==> src/rtl/mux_arb_pkg.sv <==
// Shared types and constants for the two-requester round-robin mux arbiter.
package mux_arb_pkg;

  typedef enum logic [1:0] {
    IDLE  = 2'd0,
    GNT_A = 2'd1,
    GNT_B = 2'd2
  } state_t;

  localparam logic SEL_A = 1'b0;
  localparam logic SEL_B = 1'b1;
  localparam int   CNT_W = 8;

endpackage

==> src/rtl/mul_1bit.sv <==
// One-bit 2:1 select cell: x=0 passes a, x=1 passes b.
module mul_1bit (
  input  logic x,
  input  logic a,
  input  logic b,
  output logic y
);

  assign y = x ? b : a;

endmodule

==> src/rtl/mux_rr_arbiter.sv <==
// Two-requester round-robin arbiter driving a registered shared data bit.
// Define MUX_ARB_TIMEOUT_EN to force rotation after HOLD_MAX grant cycles.
module mux_rr_arbiter
  import mux_arb_pkg::*;
#(
  parameter int HOLD_MAX = 8
) (
  input  logic clk,
  input  logic rst_n,
  input  logic req_a,
  input  logic req_b,
  input  logic data_a,
  input  logic data_b,
  output logic gnt_a,
  output logic gnt_b,
  output logic sel,
  output logic y,
  output logic busy
);

`ifdef MUX_ARB_TIMEOUT_EN
  localparam bit TIMEOUT_EN = 1'b1;
`else
  localparam bit TIMEOUT_EN = 1'b0;
`endif

  state_t           state, state_n;
  logic             ptr;
  logic [CNT_W-1:0] cnt;
  logic             hold_hit;
  logic             grant_entry;
  logic             mux_out;

  assign hold_hit    = (cnt == CNT_W'(HOLD_MAX - 1));
  assign grant_entry = (state_n != state) && (state_n != IDLE);

  always_ff @(posedge clk or negedge rst_n) begin
    if (!rst_n) state <= IDLE;
    else        state <= state_n;
  end

  // A falling holder hands straight to a waiting peer so the bus never idles.
  always_comb begin
    state_n = state;
    case (state)
      IDLE: begin
        if (req_a && req_b) state_n = ptr ? GNT_B : GNT_A;
        else if (req_a)     state_n = GNT_A;
        else if (req_b)     state_n = GNT_B;
      end
      GNT_A: begin
        if (!req_a)                             state_n = req_b ? GNT_B : IDLE;
        else if (TIMEOUT_EN && hold_hit && req_b) state_n = GNT_B;
      end
      GNT_B: begin
        if (!req_b)                             state_n = req_a ? GNT_A : IDLE;
        else if (TIMEOUT_EN && hold_hit && req_a) state_n = GNT_A;
      end
      default: state_n = IDLE;
    endcase
  end

  always_comb begin
    gnt_a = (state == GNT_A);
    gnt_b = (state == GNT_B);
    busy  = gnt_a || gnt_b;
  end

  always_ff @(posedge clk or negedge rst_n) begin
    if (!rst_n) begin
      ptr <= 1'b0;
      sel <= SEL_A;
      cnt <= '0;
    end else begin
      if (grant_entry) ptr <= (state_n == GNT_A);
      if (state_n == GNT_A)      sel <= SEL_A;
      else if (state_n == GNT_B) sel <= SEL_B;
      if (grant_entry)                      cnt <= '0;
      else if (state != IDLE && cnt != '1)  cnt <= cnt + 1'b1;
    end
  end

  mul_1bit u_mux (
    .x (sel),
    .a (data_a),
    .b (data_b),
    .y (mux_out)
  );

  always_ff @(posedge clk or negedge rst_n) begin
    if (!rst_n) y <= 1'b0;
    else        y <= mux_out;
  end

endmodule

==> config.mk <==
export PLATFORM = sky130hd
export DESIGN_NAME = mux_rr_arbiter
export DESIGN_NICKNAME = d
export VERILOG_FILES = /design/src/rtl/mux_arb_pkg.sv /design/src/rtl/mul_1bit.sv /design/src/rtl/mux_rr_arbiter.sv
export SDC_FILE = /design/constraint.sdc
export NUM_CORES = 1
export LEC_CHECK = 0
export CAP_MARGIN = 20
export CORE_AREA = 4 4 41 43
export CTS_CLUSTER_DIAMETER = 200
export DETAILED_ROUTE_END_ITERATION = 8
export DIE_AREA = 0 0 45 47
export DONT_BUFFER_PORTS = 1
export GPL_TIMING_DRIVEN = 1
export MAX_ROUTING_LAYER = met4
export PLACE_DENSITY = 0.42
export SLEW_MARGIN = 20
export SYNTH_ARGS = -nofsm -noshare
export SYNTH_HDL_FRONTEND = slang
export SYNTH_SLANG_ARGS = --single-unit
==> constraint.sdc <==
create_clock -name clk -period 2.5 [get_ports clk]
set_input_delay 0.5 -clock clk [delete_from_list [all_inputs] [get_ports clk]]
set_output_delay 0.5 -clock clk [all_outputs]
set_load 0.05 [all_outputs]
==> out/results.ini <==
[outcome]
status = completed

[routing]
wl_per_cell_um = 12.5
via_count = 281
wirelength_um = 700
viasPerCell = 5.02
ant_nets = 0
drc_errors = 0
firstDrtPassIters = 2
dr.first_iter.drc_count = 2

[cells_and_area]
final_common_cell = inv_1
multiInputGateArea_um2 = 229
layout.nets = 54
fill_cells = 147
post-route-cell-area_um2 = 450
antennaDiodeCount = 0
seq_area_um2 = 125
mostFrequentLayoutCells = inv_1 (7), ha_1 (6), dfrtp_1 (5), clkbuf_4 (3)
instances_no_fill = 56
syn_to_final_growth_pct = 18.4
drive_above_1_share_pct = 19.5

[setup_path]
critPathMaxFanout = 5
slowest_delay_ns = 0.45
cp_top_family = compound AO/OA/AOI/OAI gates
rr_worst_depth = 7
arrival_ns = 2.32
start_kind = register
crit_chain = inv_1 -> ha_1 -> a22o_1 -> a311oi_4 -> inv_1 -> ha_1 -> mux2_1
worstSetupPathType = reg2reg
r2r-start = state[0]$_DFF_PN0_
slowest_stage = dfrtp_1
cp_num_cells = 7
end_kind = register
regToRegEndpoint = ptr$_DFFE_PN0P_
r2r_setup_slack_ns = 0.30
crit_required_ns = 2.61
startpoint = state[0]$_DFF_PN0_
endpoint = ptr$_DFFE_PN0P_
critical_path_buf_inv_count = 2

[timing]
clock.fmax_mhz = 454
finalSetupViolCount = 0
finalHoldViolCount = 0
period_share_pct = 88.1
maxSlewViolCount = 0
slew_headroom_pct = 64.2
clock_skew_ns = 0.00494
worst_pin_slew_ns = 0.530
setup_tns_ns = 0
fin_crit_ns = 2.20
rsz0062_at_grt = false

[synthesis]
synthCells = 34
avgSynthCellArea_um2 = 11.2
syn-num-nets = 46
ys_ff_latch = 5
ys_seq_area_share_pct = 32.9
ys_warn_count = 0
ys_types = 17
netlist_area_um2 = 380

[floorplan]
fp-row-count = 13
floorplan.die_area_um2 = 2120
die_y_um = 47
die_w_um = 45
start_util_pct = 29.2
ios = 11
core_um2 = 1300

[global_route]
antenna_found_initial = 0
grt_start_max_net_pins = 7
grt_pass1_vias = 282
grt_usage_pct = 8.52
grt-ovfl-total = 0
grt_pass1_wl_mm = 1.22

[job]
drv_cap = 0

[cts]
cts_buffers = 3
clock-sinks = 5
worstSkewPairLatency_ns = 0.24
cts_resized = 0
clk_path_buf_depth = 2
htreeDepth = 1
clkTransAtPathRegs_ns = 0.05
cts_tree = done
cts-root-buf = clkbuf_4

[placed_design]
dp_cells = 51
postPlaceCellArea_um2 = 414
portBuffers = 0
place.gp.congestion = 0.895

[worst_hold_path]
hold_class = in2reg

[kinds of logic after synthesis]
| logic type | synth area share, % |
|---|---|
| buffers and inverters | 6.91 |
| xor gates and xnor gates | 4.61 |
| muxes | 8.55 |
| DFF | 32.9 |
| and+or+nand+nor | 5.92 |
| adders and majority gates | 19.7 |
| AOI/OAI and AO/OA | 21.4 |
[cell type report]
type | count | area share [%]
clock buffer | 4 | 5.83
inverter | 7 | 5.83
multi-input combinational | 22 | 50.8
sequential | 5 | 27.8
tap | 15 | 4.17
timing repair buffer | 3 | 5.56
[cell usage after synthesis]
cell type	number	area, µm²
inv_1	7	26.3
ha_1	6	75.1
dfrtp_1	5	125
a21oi_1	2	10.0
xnor2_1	2	17.5
a22o_1	1	8.76
a22oi_1	1	7.51
a311oi_4	1	26.3
a32oi_1	1	8.76
mux2_1	1	11.3
mux2_2	1	11.3
mux2i_1	1	10.0
nand2b_1	1	6.26
nor4b_1	1	8.76
o21bai_1	1	7.51
o22ai_2	1	12.5
or2b_1	1	7.51
[per-layer routing]
metal	track usage [%]	up-vias	routed length [µm]
met5	-	-	0
met4	6.43	0	6
met3	3.83	2	44
met2	12.7	7	359
met1	8.76	138	290
li1	-	134	-
[worst min path at each step]
stage / start / end / cells after the start
after CTS: data_a / y$_DFF_PN0_ / 1
after global routing: data_a / y$_DFF_PN0_ / 1
after detailed placement: rst_n / sel$_DFFE_PN0P_ / 0
final: data_a / y$_DFF_PN0_ / 1
after floorplan: rst_n / ptr$_DFFE_PN0P_ / 0
after global placement: rst_n / y$_DFF_PN0_ / 0
[flip-flops by register name, summed over array words and instances (netlist names)]
signal / cells
ptr: 1
sel: 1
state: 2
y: 1
[worst reg2reg max path, cell delays in order (launching register included)]
cell	delay (ns)
dfrtp_1	0.45
inv_1	0.13
ha_1	0.24
a22o_1	0.28
a311oi_4	0.37
inv_1	0.10
ha_1	0.23
mux2_1	0.29
[what timing repair did]
item / CTS / global route
hold buffers: 1 / 0
endpoints found under the setup margin: 0 / 0
endpoints found under the hold margin: 5 / 0
setup buffers: 0 / 0
[metrics by stage]
step	hold WS [ns]	util, %	setup slack [ns]
final	0.411	34.6	0.297
after global routing	0.395	34.6	0.138
after CTS	0.400	34.6	0.283
after detailed placement	0.205	31.8	0.297
after global placement	0.205	31.8	0.310
after floorplan	0.204	-	0.0929
Power is not shown: default switching activity piles up to over one toggle a cycle in this logic, so the estimate is an artifact.
